$ cat src/rtl/wave_weight_sequencer_pkg.sv
`default_nettype none
// ============================================================================
// Module : wave_weight_sequencer_pkg
// Brief  : Shared state encoding and width constants for the weight sequencer.
// Rev    : 1.0
// ============================================================================
package wave_weight_sequencer_pkg;

  typedef enum logic [0:0] {
    IDLE = 1'b0,
    EMIT = 1'b1
  } state_e;

  localparam int COL_IDX_WIDTH      = 3;
  localparam int DEFAULT_DATA_WIDTH = 8;
  localparam int MAG_WIDTH          = DEFAULT_DATA_WIDTH - 1;

  // Magnitude drops the sign bit; keep the relation in one place.
  function automatic int mag_width(input int data_width);
    return data_width - 1;
  endfunction

endpackage
`default_nettype wire

$ cat src/rtl/wave_weight_sequencer_if.sv
`default_nettype none
// ============================================================================
// Module : wave_weight_sequencer_if
// Brief  : Weight-vector input and bit-column output handshakes.
// Rev    : 1.0
// ============================================================================
interface wave_weight_sequencer_if
  import wave_weight_sequencer_pkg::*;
#(
  parameter int VEC_LENGTH = 8,
  parameter int DATA_WIDTH = 8
);
  logic                         w_valid;
  logic                         w_ready;
  logic                         w_load;
  logic signed [DATA_WIDTH-1:0] weight [VEC_LENGTH];

  logic                         col_valid;
  logic                         col_ready;
  logic                         sign     [VEC_LENGTH];
  logic                         w_bit    [VEC_LENGTH];
  logic [COL_IDX_WIDTH-1:0]     column_idx;
  logic                         load_accum;
  logic                         last;

  // master: weight producer and column consumer; slave: the sequencer
  modport master (
    output w_valid, w_load, weight, col_ready,
    input  w_ready, col_valid, sign, w_bit, column_idx, load_accum, last
  );

  modport slave (
    input  w_valid, w_load, weight, col_ready,
    output w_ready, col_valid, sign, w_bit, column_idx, load_accum, last
  );
endinterface
`default_nettype wire

$ cat src/rtl/wave_weight_sequencer_lane_sign_mag.sv
`default_nettype none
// ============================================================================
// Module : lane_sign_mag
// Brief  : Two's complement to sign/magnitude, most negative value saturates.
// Rev    : 1.0
// ============================================================================
module lane_sign_mag #(
  parameter int DATA_WIDTH = 8
) (
  input  logic signed [DATA_WIDTH-1:0] i_value,
  output logic                         o_sign,
  output logic        [DATA_WIDTH-2:0] o_magnitude
);
  localparam logic [DATA_WIDTH-2:0] c_one = 1;

  logic [DATA_WIDTH-2:0] w_low;

  assign w_low  = i_value[DATA_WIDTH-2:0];
  assign o_sign = i_value[DATA_WIDTH-1];

  always_comb begin
    if (!o_sign)
      o_magnitude = w_low;
    else if (w_low == '0)
      o_magnitude = '1;  // -2^(N-1) has no positive twin
    else
      o_magnitude = ~w_low + c_one;
  end
endmodule
`default_nettype wire

$ cat src/rtl/wave_weight_sequencer.sv
`default_nettype none
// ============================================================================
// Module : wave_weight_sequencer
// Brief  : Streams set magnitude bit-columns of a weight vector, MSB first.
// Rev    : 1.0
// ============================================================================
module wave_weight_sequencer
  import wave_weight_sequencer_pkg::*;
#(
  parameter int VEC_LENGTH = 8,
  parameter int DATA_WIDTH = 8
) (
  input  logic                    clk,
  input  logic                    reset,
  wave_weight_sequencer_if.slave  bus
);
  localparam int MW = mag_width(DATA_WIDTH);

  localparam logic [0:0] ST_IDLE = IDLE;
  localparam logic [0:0] ST_EMIT = EMIT;

  logic [0:0]               r_state;
  logic [MW-1:0]            r_mask;
  logic [MW-1:0]            r_mag  [VEC_LENGTH];
  logic                     r_sign [VEC_LENGTH];
  logic [COL_IDX_WIDTH-1:0] r_idx;
  logic                     r_load;

  logic [MW-1:0]            w_mag  [VEC_LENGTH];
  logic                     w_sign [VEC_LENGTH];
  logic [MW-1:0]            w_acc_mask;
  logic [MW-1:0]            w_below;
  logic [COL_IDX_WIDTH-1:0] w_next_idx;
  logic                     w_last;
  logic                     w_emit;
  logic                     w_accept;

  function automatic logic [COL_IDX_WIDTH-1:0] top_bit(input logic [MW-1:0] v);
    logic [COL_IDX_WIDTH-1:0] r;
    r = '0;
    for (int k = 0; k < MW; k++)
      if (v[k]) r = COL_IDX_WIDTH'(k);
    return r;
  endfunction

  generate
    for (genvar j = 0; j < VEC_LENGTH; j++) begin : g_lane
      lane_sign_mag #(.DATA_WIDTH(DATA_WIDTH)) u_lane (
        .i_value     (bus.weight[j]),
        .o_sign      (w_sign[j]),
        .o_magnitude (w_mag[j])
      );
    end
  endgenerate

  always_comb begin
    w_acc_mask = '0;
    for (int j = 0; j < VEC_LENGTH; j++)
      w_acc_mask = w_acc_mask | w_mag[j];
  end

  // Only set columns strictly below the current one are candidates.
  always_comb begin
    w_below = '0;
    for (int k = 0; k < MW; k++)
      w_below[k] = r_mask[k] && (COL_IDX_WIDTH'(k) < r_idx);
  end

  assign w_next_idx = top_bit(w_below);
  assign w_last     = ~|w_below;
  assign w_emit     = (r_state == ST_EMIT);

  assign bus.w_ready = ~w_emit | (w_last & bus.col_ready);
  assign w_accept    = bus.w_valid & bus.w_ready;

  always_comb begin
    bus.col_valid  = w_emit;
    bus.last       = w_emit & w_last;
    bus.column_idx = w_emit ? r_idx : '0;
    bus.load_accum = w_emit & r_load;
    for (int j = 0; j < VEC_LENGTH; j++) begin
      bus.sign[j]  = w_emit & r_sign[j];
      bus.w_bit[j] = w_emit & r_mag[j][r_idx];
    end
  end

  always_ff @(posedge clk) begin
    if (!reset) begin
      r_state <= ST_IDLE;
      r_mask  <= '0;
      r_idx   <= '0;
      r_load  <= 1'b0;
      for (int j = 0; j < VEC_LENGTH; j++) begin
        r_mag[j]  <= '0;
        r_sign[j] <= 1'b0;
      end
    end else if (w_accept) begin
      r_state <= ST_EMIT;
      r_mask  <= w_acc_mask;
      r_idx   <= top_bit(w_acc_mask);
      r_load  <= bus.w_load;
      for (int j = 0; j < VEC_LENGTH; j++) begin
        r_mag[j]  <= w_mag[j];
        r_sign[j] <= w_sign[j];
      end
    end else if (w_emit && bus.col_ready) begin
      // load_accum belongs to the first column only
      r_load <= 1'b0;
      if (w_last)
        r_state <= ST_IDLE;
      else
        r_idx <= w_next_idx;
    end
  end
endmodule
`default_nettype wire

$ cat src/flat_wrapper.sv
// flat-port wrapper written by rule: the top's interface ports become plain ports
module wave_weight_sequencer_flat import wave_weight_sequencer_pkg::*;
#(
  parameter int VEC_LENGTH = 8,
  parameter int DATA_WIDTH = 8
)
  (clk, reset, bus_w_valid, bus_w_load, bus_weight, bus_col_ready, bus_w_ready, bus_col_valid, bus_sign, bus_w_bit, bus_column_idx, bus_load_accum, bus_last);
  wave_weight_sequencer_if #(.VEC_LENGTH(VEC_LENGTH), .DATA_WIDTH(DATA_WIDTH)) bus_i ();
  input  logic clk;
  input  logic reset;
  input wire logic [$bits(bus_i.w_valid)-1:0] bus_w_valid;
  input wire logic [$bits(bus_i.w_load)-1:0] bus_w_load;
  input wire logic [$bits(bus_i.weight)-1:0] bus_weight;
  input wire logic [$bits(bus_i.col_ready)-1:0] bus_col_ready;
  output wire logic [$bits(bus_i.w_ready)-1:0] bus_w_ready;
  output wire logic [$bits(bus_i.col_valid)-1:0] bus_col_valid;
  output wire logic [$bits(bus_i.sign)-1:0] bus_sign;
  output wire logic [$bits(bus_i.w_bit)-1:0] bus_w_bit;
  output wire logic [$bits(bus_i.column_idx)-1:0] bus_column_idx;
  output wire logic [$bits(bus_i.load_accum)-1:0] bus_load_accum;
  output wire logic [$bits(bus_i.last)-1:0] bus_last;
  assign bus_i.w_valid = bus_w_valid;
  assign bus_i.w_load = bus_w_load;
  assign bus_i.weight = {>>{bus_weight}};
  assign bus_i.col_ready = bus_col_ready;
  assign bus_w_ready = bus_i.w_ready;
  assign bus_col_valid = bus_i.col_valid;
  assign bus_sign = {>>{bus_i.sign}};
  assign bus_w_bit = {>>{bus_i.w_bit}};
  assign bus_column_idx = bus_i.column_idx;
  assign bus_load_accum = bus_i.load_accum;
  assign bus_last = bus_i.last;
  wave_weight_sequencer #(.VEC_LENGTH(VEC_LENGTH), .DATA_WIDTH(DATA_WIDTH)) u_core (.clk(clk), .reset(reset), .bus(bus_i));
endmodule
$ cat config.mk
export PLATFORM = sky130hd
export DESIGN_NAME = wave_weight_sequencer_flat
export DESIGN_NICKNAME = d
export VERILOG_FILES = /design/src/rtl/wave_weight_sequencer_pkg.sv /design/src/rtl/wave_weight_sequencer_if.sv /design/src/rtl/wave_weight_sequencer_lane_sign_mag.sv /design/src/rtl/wave_weight_sequencer.sv /design/src/flat_wrapper.sv
export SDC_FILE = /design/constraint.sdc
export NUM_CORES = 1
export LEC_CHECK = 0
export BUFFER_PORTS_ARGS = -buffer_cell sky130_fd_sc_hd__buf_2
export CORE_MARGIN = 2
export CORE_UTILIZATION = 60
export DETAILED_ROUTE_END_ITERATION = 10
export PLACE_DENSITY = 0.9
export SYNTH_ARGS = -nofsm -noshare
export SYNTH_HDL_FRONTEND = slang
export SYNTH_SLANG_ARGS = --single-unit
$ cat constraint.sdc
create_clock -name clk -period 7.5 [get_ports clk]
set_input_delay 0.75 -clock clk [delete_from_list [all_inputs] [get_ports clk]]
set_output_delay 0.75 -clock clk [all_outputs]
set_load 0.1 [all_outputs]
==> flow_summary_export.csv <==
group,metric,value,unit
routing,vias,4911,
worst_setup_path,critPathRequiredTime,6750,ps
grt,grt_pass1_vias,4440,
routing,wirelength,14.4,mm
cts,clk_pin_slew,70,ps
grt,grt_remaining_overflow,0,
sta,hold_violations,0,
synth,syn_nets,636,
sta,fin_crit,3340,ps
cts,cts_setup_buffers,0,
routing,post-route-drc-count,0,
pwr,power_density,206,nW/um^2
cts,cts_resized,0,
final_layout,diodes,0,
synth,synth_top_cell_by_area,"edfxtp_1",
worst_setup_path,start_kind,"flop",
outcome,status,"complete, no violations",
routing,first_pass_iters,6,
pwr,power_leakage,2.44,nW
worst_setup_path,arrival,2590,ps
synth,synth_warnings,0,
final_layout,nFillCells,621,
sta,tns,0,ps
floorplan,start_util,62.0,%
sta,final_max_slew_viol_count,0,
sta,setup_viol_count_final,0,
sta,fin_skew,7.92,ps
synth,synthTopCellsByArea,"edfxtp_1, dfxtp_1, a21oi_1, nand2_1, nor2_1",
final_layout,drive_gt1_share,22.3,%
floorplan,row_count,33,
placed_design,portBuffers,91,
floorplan,fp.dieH,96.4,um
synth,ys_types,59,
cts,cts_tree,"done",
final_layout,finalCoreUtilization,71.0,%
routing,wl_per_cell,19.3,um
routing,via_per_inst,6.59,
run,cap_viol_max_count,0,
synth,ys_seq_area_share,41.2,%
final_layout,areaGrowthSynthToFinish,14.4,%
cts,numCtsBuffers,9,
synth,synth_edf_count,59,
sta,relSlewSlack,31.7,%
final_layout,fin_nets,712,
cts,cts_hold_buf,0,
grt,track_usage,31.5,%
placed_design,hpwlAfterDp,10.5,mm
sta,fin_crit_sh,44.5,%
sta,rsz0062_at_grt,"false",
routing,drt-initial-drc-count,666,
floorplan,io_pins,92,
cts,htreeDepth,3,
grt,grt_max_degree,45,
synth,synthArstFlopShare,0,%
synth,synth_area,5120,sq um
grt,antenna_found_initial,0,
floorplan,fp.dieArea,9290,sq um
cts,clockBufferDepth,2,
sta,tightestPinTransition,1020,ps
synth,synth_top_cells_by_count,"edfxtp_1, nand2_1, nor2_1",
floorplan,coreArea,8260,sq um
cts,insertion_delay,360,ps
worst_setup_path,end_kind,"output pin",
floorplan,die_width,96.4,um
synth,yosysMostFrequentCell,"edfxtp_1",
synth,ys.flop_type,"edfxtp_1",
worst_setup_path,worstPathMaxFanout,28,
sta,fmax,300,MHz
worst_setup_path,critPathKind,"flop to output pin",
pwr,peakVddDrop,0.0817,mV
min_path,hp-class,"flop to flop",
synth,yosys_register_bits,76,
synth,synth_cells,559,
cts,cts_num_sinks,76,
routing,ant_nets,0,
placed_design,place_congestion,0.992,
synth,avgSynthCellArea,9.16,sq um
cts,cts_root_buffer,"clkbuf_8",
synth,synth_top_area_share,34.6,%
grt,grt_pass1_wl,22.0,mm
worst max-delay path, stage by stage (launching register included):
cell and delay [ps]:
dfxtp_1 1000, o21ai_0 310, nand4_1 190, nor2_1 100
a21boi_0 250, inv_1 80, buf_2 300
stage by stage:
stage | hold slack [ps] | total power [mW] | cells | instance area (sq um) | worst slack [ps]
CTS | 459 | 1.20 | 745 | 5860 | 4210
detailed placement | 448 | 0.852 | 729 | 5630 | 4450
floorplan | 432 | 0.757 | 559 | 5120 | 3870
global placement | 438 | 0.839 | 729 | 5630 | 4540
finish | 460 | 1.21 | 745 | 5860 | 4160
global route | 473 | 1.24 | 745 | 5860 | 4040
layout make-up:
type                    count  area (sq um)  share of cell area [%]
clock buffers              12           155                    2.65
flip-flops and latches     76          2110                    36.0
multi-input cells         423          2780                    47.5
well taps                 105           131                    2.24
repair buffers             97           500                    8.54
clock inverters             4          72.6                    1.24
inverters                  28           105                    1.79
path summary, 6_finish.rpt:
| check | to | from | slack [ps] | cells past startpoint |
|---|---|---|---|---|
| setup reg to reg | u_core.r_mag[0][21]$_SDFFCE_PN0P_ | u_core.r_idx[2]$_SDFFE_PN0P_ | 4420 | 7 |
| hold / removal | u_core.r_sign[4]$_DFF_P_ | u_core.r_sign[4]$_DFF_P_ | 460 | 2 |
| hold reg to reg | u_core.r_sign[4]$_DFF_P_ | u_core.r_sign[4]$_DFF_P_ | 460 | 2 |
| setup / recovery | bus_w_ready | u_core.r_idx[2]$_SDFFE_PN0P_ | 4160 | 6 |
cell usage in the layout, fill, tap and decap left out, types with 6 or more instances in the layout:
cell,Yosys,final
buf_2,2,91
edfxtp_1,59,59
nand2_1,53,52
nor2_1,52,52
a21oi_1,47,47
o21ai_0,28,28
inv_1,27,27
dfxtp_1,17,17
and2_1,16,16
o211ai_1,14,14
nand3_1,13,13
mux2i_1,13,13
nor2b_1,11,11
clkbuf_8,0,11
xor2_1,10,10
o311ai_0,10,10
o211a_1,9,9
nor3_1,9,9
xnor2_1,9,9
or3_1,9,9
nor4_1,9,9
and3_1,9,9
nand4_1,8,8
mux4_2,8,8
or2_2,8,8
ha_1,8,8
nand2b_1,6,6
buf_4,0,6
cells by family after synthesis:
logic type               count (synthesis)  share of synthesized area [%]
XOR/XNOR                                19                           3.25
AND/OR/NAND/NOR                        231                           24.2
adder cells (fa/ha/maj)                  8                           1.95
AO/OA/AOI/OAI                          144                           18.9
flip-flops                              76                           41.2
multiplexers                            21                           6.06
buffers and inverters                   60                           4.45
registers in the layout, summed over array words and instances, names as in the netlist:
signal / cells
u_core.r_load: 1
u_core.r_sign: 8
u_core.r_mask: 7
u_core.r_idx: 3
u_core.r_mag: 56
u_core.bus.col_valid: 1
per-layer routing:
layer	track usage, %	up-vias	share of wire [%]
met2	52.1	347	48
met4	15.7	0	4.4
met5	0	-	0
li1	-	2247	-
met3	5.04	64	11
met1	40.2	2253	37
power by group:
group,switching [mW],total (mW),internal [mW]
sequential,0.0285,0.533,0.504
combinational,0.218,0.317,0.0989
clock,0.154,0.359,0.205
(Power assumes the default switching activity.)
